[config.mk]
export PLATFORM = sky130hd
export DESIGN_NAME = ula_sequenciador_deslocamento
export DESIGN_NICKNAME = d
export VERILOG_FILES = /design/src/rtl/ula_sequenciador_deslocamento.sv
export SDC_FILE = /design/constraint.sdc
export NUM_CORES = 1
export LEC_CHECK = 0
export ABC_AREA = 1
export BUFFER_PORTS_ARGS = -buffer_cell sky130_fd_sc_hd__buf_2
export CELL_PAD_IN_SITES_DETAIL_PLACEMENT = 0
export CELL_PAD_IN_SITES_GLOBAL_PLACEMENT = 1
export CORE_ASPECT_RATIO = 1.2
export CORE_MARGIN = 3
export CORE_UTILIZATION = 25
export CTS_CLUSTER_SIZE = 16
export DETAILED_ROUTE_END_ITERATION = 10
export PLACE_DENSITY_LB_ADDON = 0.3
export SLEW_MARGIN = 20
export SYNTH_ARGS = -nofsm -noshare
export SYNTH_HDL_FRONTEND = slang
export SYNTH_SLANG_ARGS = --single-unit
export TNS_END_PERCENT = 100
[constraint.sdc]
create_clock -name clk -period 2.5 [get_ports clk]
set_input_delay 0.625 -clock clk [delete_from_list [all_inputs] [get_ports clk]]
set_output_delay 0.625 -clock clk [all_outputs]
set_load 0.05 [all_outputs]
[src/rtl/ula_sequenciador_deslocamento.sv]
// Sequential command master for the 4-bit ALU: accepts one request, drives the ALU from
// registered operands, iterates single-bit shifts n times, and returns the result.
module ula_sequenciador_deslocamento (
  input  logic       clk,
  input  logic       rst,
  input  logic       req_valid,
  output logic       req_ready,
  input  logic [3:0] req_A,
  input  logic [3:0] req_B,
  input  logic [2:0] req_op,
  input  logic [2:0] req_n,
  output logic [3:0] ula_A,
  output logic [3:0] ula_B,
  output logic [2:0] ula_seletor,
  input  logic [3:0] ula_resultado,
  output logic       rsp_valid,
  input  logic       rsp_ready,
  output logic [3:0] rsp_resultado
);

  typedef enum logic [1:0] {
    StOcioso,
    StExecuta,
    StResponde
  } state_e;

  state_e     state_q, state_d;
  logic [3:0] acc_q, acc_d;
  logic [3:0] b_q, b_d;
  logic [2:0] op_q, op_d;
  logic [2:0] rest_q, rest_d;
  logic       req_is_shift;

  // Ops 110 (LSL) and 111 (LSR) are the only shifts.
  assign req_is_shift = (req_op[2:1] == 2'b11);

  always_ff @(posedge clk or posedge rst) begin
    if (rst) begin
      state_q <= StOcioso;
      acc_q   <= 4'b0000;
      b_q     <= 4'b0000;
      op_q    <= 3'b000;
      rest_q  <= 3'b000;
    end else begin
      state_q <= state_d;
      acc_q   <= acc_d;
      b_q     <= b_d;
      op_q    <= op_d;
      rest_q  <= rest_d;
    end
  end

  always_comb begin
    state_d = state_q;
    acc_d   = acc_q;
    b_d     = b_q;
    op_d    = op_q;
    rest_d  = rest_q;
    unique case (state_q)
      StOcioso: begin
        if (req_valid) begin
          acc_d  = req_A;
          b_d    = req_B;
          op_d   = req_op;
          rest_d = req_is_shift ? req_n : 3'd1;
          // A zero-length shift needs no ALU pass: the result is A itself.
          state_d = (req_is_shift && (req_n == 3'd0)) ? StResponde : StExecuta;
        end
      end
      StExecuta: begin
        acc_d  = ula_resultado;
        rest_d = rest_q - 3'd1;
        if (rest_q == 3'd1) begin
          state_d = StResponde;
        end
      end
      StResponde: begin
        if (rsp_ready) begin
          state_d = StOcioso;
        end
      end
      default: begin
        state_d = StOcioso;
      end
    endcase
  end

  assign req_ready     = (state_q == StOcioso);
  assign rsp_valid     = (state_q == StResponde);
  assign rsp_resultado = acc_q;
  assign ula_A         = acc_q;
  assign ula_B         = b_q;
  assign ula_seletor   = op_q;

endmodule

After elaboration in Yosys (flattened, before gate mapping). Cells that the tools add are included.

Multiplexer cells: 10. Add/subtract/negate cells: 1. Equality and inequality tests: 7. Reduce and logical (&&, ||, !) cells: 7.

Operators with widths (number): $mux 2 (4); $pmux 4 s2 (1); $mux 3 (2); $pmux 2 s3 (1); $pmux 3 s2 (1); $eq 2x2->1 const B (2); $mux 4 (1); $ne 2x2->1 const B (2); $reduce_and 2->1 (2); $eq 3x1->1 const B (1); $logic_not 3->1 (1); $reduce_and 3->1 (1); $sub 3x1->3 const B (1); $eq 2x1->1 const B (1); $logic_not 2->1 (1); $ne 2x1->1 const B (1); $reduce_bool 2->1 (1); $logic_and 1x1->1 (1).

Output and inout bits: 17. Bits in registers: 16. Input port bits: 22.

Depth between registers and ports, before layout.
Depth after elaboration: 5. Depth in mapped cells: 6.

Worst setup path after synthesis. Ideal clock, no wire load.

Kind: register to output. Start point: register state_q[1]. End point: output port rsp_valid. Setup slack: 0.655 ns. Data required time: 1.875 ns. Stages on the path, launching flop included: 3. Arrival: 1.220 ns. Path through: dfrtp_1 inv_1 nor2_1.

Word-level cells in the longest chain between the ends: 1.

RTL lines: start, declared (line 27) `state_e state_q, state_d;`; start signal, assigned (line 39) `state_q <= StOcioso;`; start signal, assigned (line 45) `state_q <= state_d;`; $eq 2x2->1 (line 89) `assign rsp_valid = (state_q == StResponde);`; end, declared (line 16) `output logic rsp_valid,`.

Every way passes these cells.

Final worst setup path. Same ends and word-level chain as after synthesis.

==> metrics.md <==
| Metric | Value |
|---|---|
| Die Y | `69.3 um` |
| Worst Hold Class | `input port to asynchronous set/reset pin` |
| Total GRT Usage | `0.103` |
| Clk sinks | `16` |
| Antenna violations before repair | `0` |
| Cell area after layout | `0.00106 mm2` |
| Met3 routed WL | `126 um` |
| Hold Vio Cnt, Final | `0` |
| Mapped Cells | `106` |
| Layout area overhead | `27.6%` |
| CTS Hold Bufs | `0` |
| Root Buffer | `clkbuf_4` |
| Relative slew slack | `0.599` |
| GRT Residual Overflow | `0` |
| Number of global-route vias before repair | `776` |
| Nets | `168` |
| Fillers | `363` |
| P_int | `730 uW` |
| Maximum clock rate | `0.531 GHz` |
| PortBufs | `38` |
| Met2 WL | `985 um` |
| DRC viols | `0` |
| Post-CTS Resized | `0` |
| Vias | `770` |
| Crit-path max FO | `5` |
| Syn avg cell area | `7.87 um2` |
| Clock skew | `0.00345 ns` |
| Synthesized netlist net count | `130` |
| Diode count | `0` |
| Most frequent cell after synthesis | `nand2_1` |
| Buffers & Inverters on Critical Path | `2` |
| Clock power share | `0.101` |
| Max-slew violations | `0` |
| CTS tree | `done` |
| Max VDD drop | `684 uV` |
| Comb power frac | `0.615` |
| # Post-CTS Setup Buffers | `0` |
| Post-synth EDFFs | `0` |
| Top Ports | `39` |
| H-tree level count | `1` |
| Iteration-0 DRC count of the detailed router | `25` |
| Sw frac | `0.567` |
| Least-Margin Pin Slew | `0.601 ns` |
| Pleak | `0.618 nW` |
| Worst path max stage delay | `0.50 ns` |
| WS Path Type | `flop to output port` |
| Die area | `0.00407 mm2` |
| Ranking of synthesized cells by area | `dfrtp_1, nand2_1, nand3_1` |
| Largest net degree at the start of global routing | `17` |
| Final core utilization | `0.339` |
| Critical path capture point type | `output port` |
| Max-Cap Viols | `0` |
| Status | `finished, final reports clean` |
| Asr flop ratio synth | `1.00` |
| Synth unique cells | `17` |
| Yosys top cell area share | `0.480` |
| Finish-stage setup viols | `0` |
| Post-Syn Area | `835 um2` |
| Largest area contributor in the netlist | `dfrtp_1` |
| Die width | `58.7 um` |
| FP Rows | `22` |
| Worst Path Required | `1.88 ns` |
| Layout cells sized above 1 | `0.343` |
| Core footprint | `0.00314 mm2` |
| Setup WS post-layout | `0.617 ns` |
| Share of power burned in registers | `0.285` |
| Setup TNS Final | `0 ns` |
| Most used DFF post-synth | `dfrtp_1` |
| Ys Warns | `0` |
| RSZ-0062 raised after global routing | `no` |
| Synthesis-stage register bit count | `16` |
| Tcrit/Tclk final | `0.753` |
| DP HPWL | `1540 um` |
| CTS Buffer Depth | `2` |
| Placed inst area | `0.00103 mm2` |
| Pre-antenna DRT Iters | `4` |
| Highest Signal Layer | `met4` |
| Seq/Total Area, Yosys | `0.480` |
| Initial core utilization | `0.266` |
| WP data arrival | `1.26 ns` |
| Power per Cell Area | `1580 mW/mm2` |
| Worst slack, placed | `0.922 ns` |
| Gpl congestion | `0.775` |
| CTS buffer count | `3` |
| WL per Instance | `10.7 um` |
| Minimum clock period | `1.88 ns` |
| Psw | `955 uW` |
| Startpoint types | `flop` |
| Final ANT Viol Nets | `0` |
| DR vias/cell | `4.30` |
| Clk_lat worst skew | `0.28 ns` |
| WL met1 | `784 um` |
| Slowest stage cell, crit path | `dfrtp_1` |
| CTS clk-pin slew, worst paths | `0.10 ns` |
| Total Wirelength | `1910 um` |
| Top delay family on crit path | `flip-flops` |
| First-pass GRT wire length | `3350 um` |
| CP Cell Sequence | `inv_1 -> nor2_1 -> buf_2` |
| Top cells by count, synth | `nand2_1, dfrtp_1, nand3_1` |
==> per-stage QoR <==
step / instances / hold WS, ns / power, mW
finish: 179 / 0.396 / 1.68
global route: 179 / 0.440 / 1.83
CTS: 179 / 0.417 / 1.71
detailed placement: 175 / 0.462 / 1.54
global placement: 175 / 0.460 / 1.52
floorplan: 106 / 0.477 / 1.35
==> logic make-up after synthesis <==
| family | count (synthesis) | synth area share |
|---|---|---|
| buffers and inverters | 15 | 0.0945 |
| adder cells (fa/ha/maj) | 2 | 0.0300 |
| AND/OR/NAND/NOR | 68 | 0.354 |
| flip-flops | 16 | 0.480 |
| AO/OA/AOI/OAI | 4 | 0.0315 |
| XOR/XNOR | 1 | 0.0105 |
==> layout make-up <==
class | count | area, um2 | area share
Tap cell | 36 | 45.0 | 0.0423
Timing Repair Buffer | 38 | 190 | 0.179
Clock buffer | 4 | 36.3 | 0.0341
Inverter | 10 | 37.5 | 0.0353
Sequential cell | 16 | 400 | 0.376
Multi-Input combinational cell | 75 | 355 | 0.334
==> flip-flops by register name (all words and copies together) (netlist names) <==
register	count
rsp_resultado	4
ula_B	4
rest_q	3
ula_seletor	3
state_q	2
==> layout by cell type (no fill, tap or decap) <==
master    synthesis  routed
nand2_1          50      50
dfrtp_1          16      16
xnor2_1           1       1
buf_2             0      38
nor2_1            4       4
or2_2             1       1
nand3_1           9       9
nand2_4           1       1
clkbuf_8          0       1
inv_1             8       8
inv_2             2       2
o21ai_2           1       1
nand3b_1          1       1
o21ai_1           2       2
ha_1              2       2
nor2_4            2       2
clkbuf_4          0       3
o211ai_1          1       1
==> worst register-to-register path, stage by stage (launching register included) <==
cell and delay, ns:
dfrtp_1 0.47, o21ai_2 0.36, inv_1 0.11, nand3_1 0.09, nand2_1 0.05
==> final timing paths <==
path	from	slack, ns	cells past startpoint	end
setup reg to reg	state_q[0]$_DFFE_PP0P_	1.33	4	rest_q[2]$_DFFE_PP0P_
hold / removal	rst	0.40	2	rest_q[1]$_DFFE_PP0P_
hold reg to reg	ula_B[1]$_DFFE_PP0P_	0.48	2	ula_B[1]$_DFFE_PP0P_
setup / recovery	state_q[1]$_DFFE_PP0P_	0.62	3	rsp_valid
max in group asynchronous	rst	1.72	2	rest_q[0]$_DFFE_PP0P_
min in group clk	ula_B[1]$_DFFE_PP0P_	0.48	2	ula_B[1]$_DFFE_PP0P_
==> power groups by stage <==
| stage | combinational (mW) | sequential [mW] | clock (mW) |
|---|---|---|---|
| 2_1_floorplan | 0.572 | 0.776 | 0 |
| 3_3_place_gp | 1.05 | 0.478 | 0 |
| 3_5_place_dp | 1.05 | 0.485 | 0 |
| 4_1_cts | 1.05 | 0.483 | 0.177 |
| 5_1_grt | 1.14 | 0.502 | 0.186 |
| 6_report | 1.04 | 0.480 | 0.169 |
==> metal layers <==
layer  track usage  vias up
met2         0.165       26
met1         0.136      345
met3        0.0205        2
met4        0.0378        0
met5             0        -
li1              -      397
Note: power is estimated with default switching activity, not from simulation.
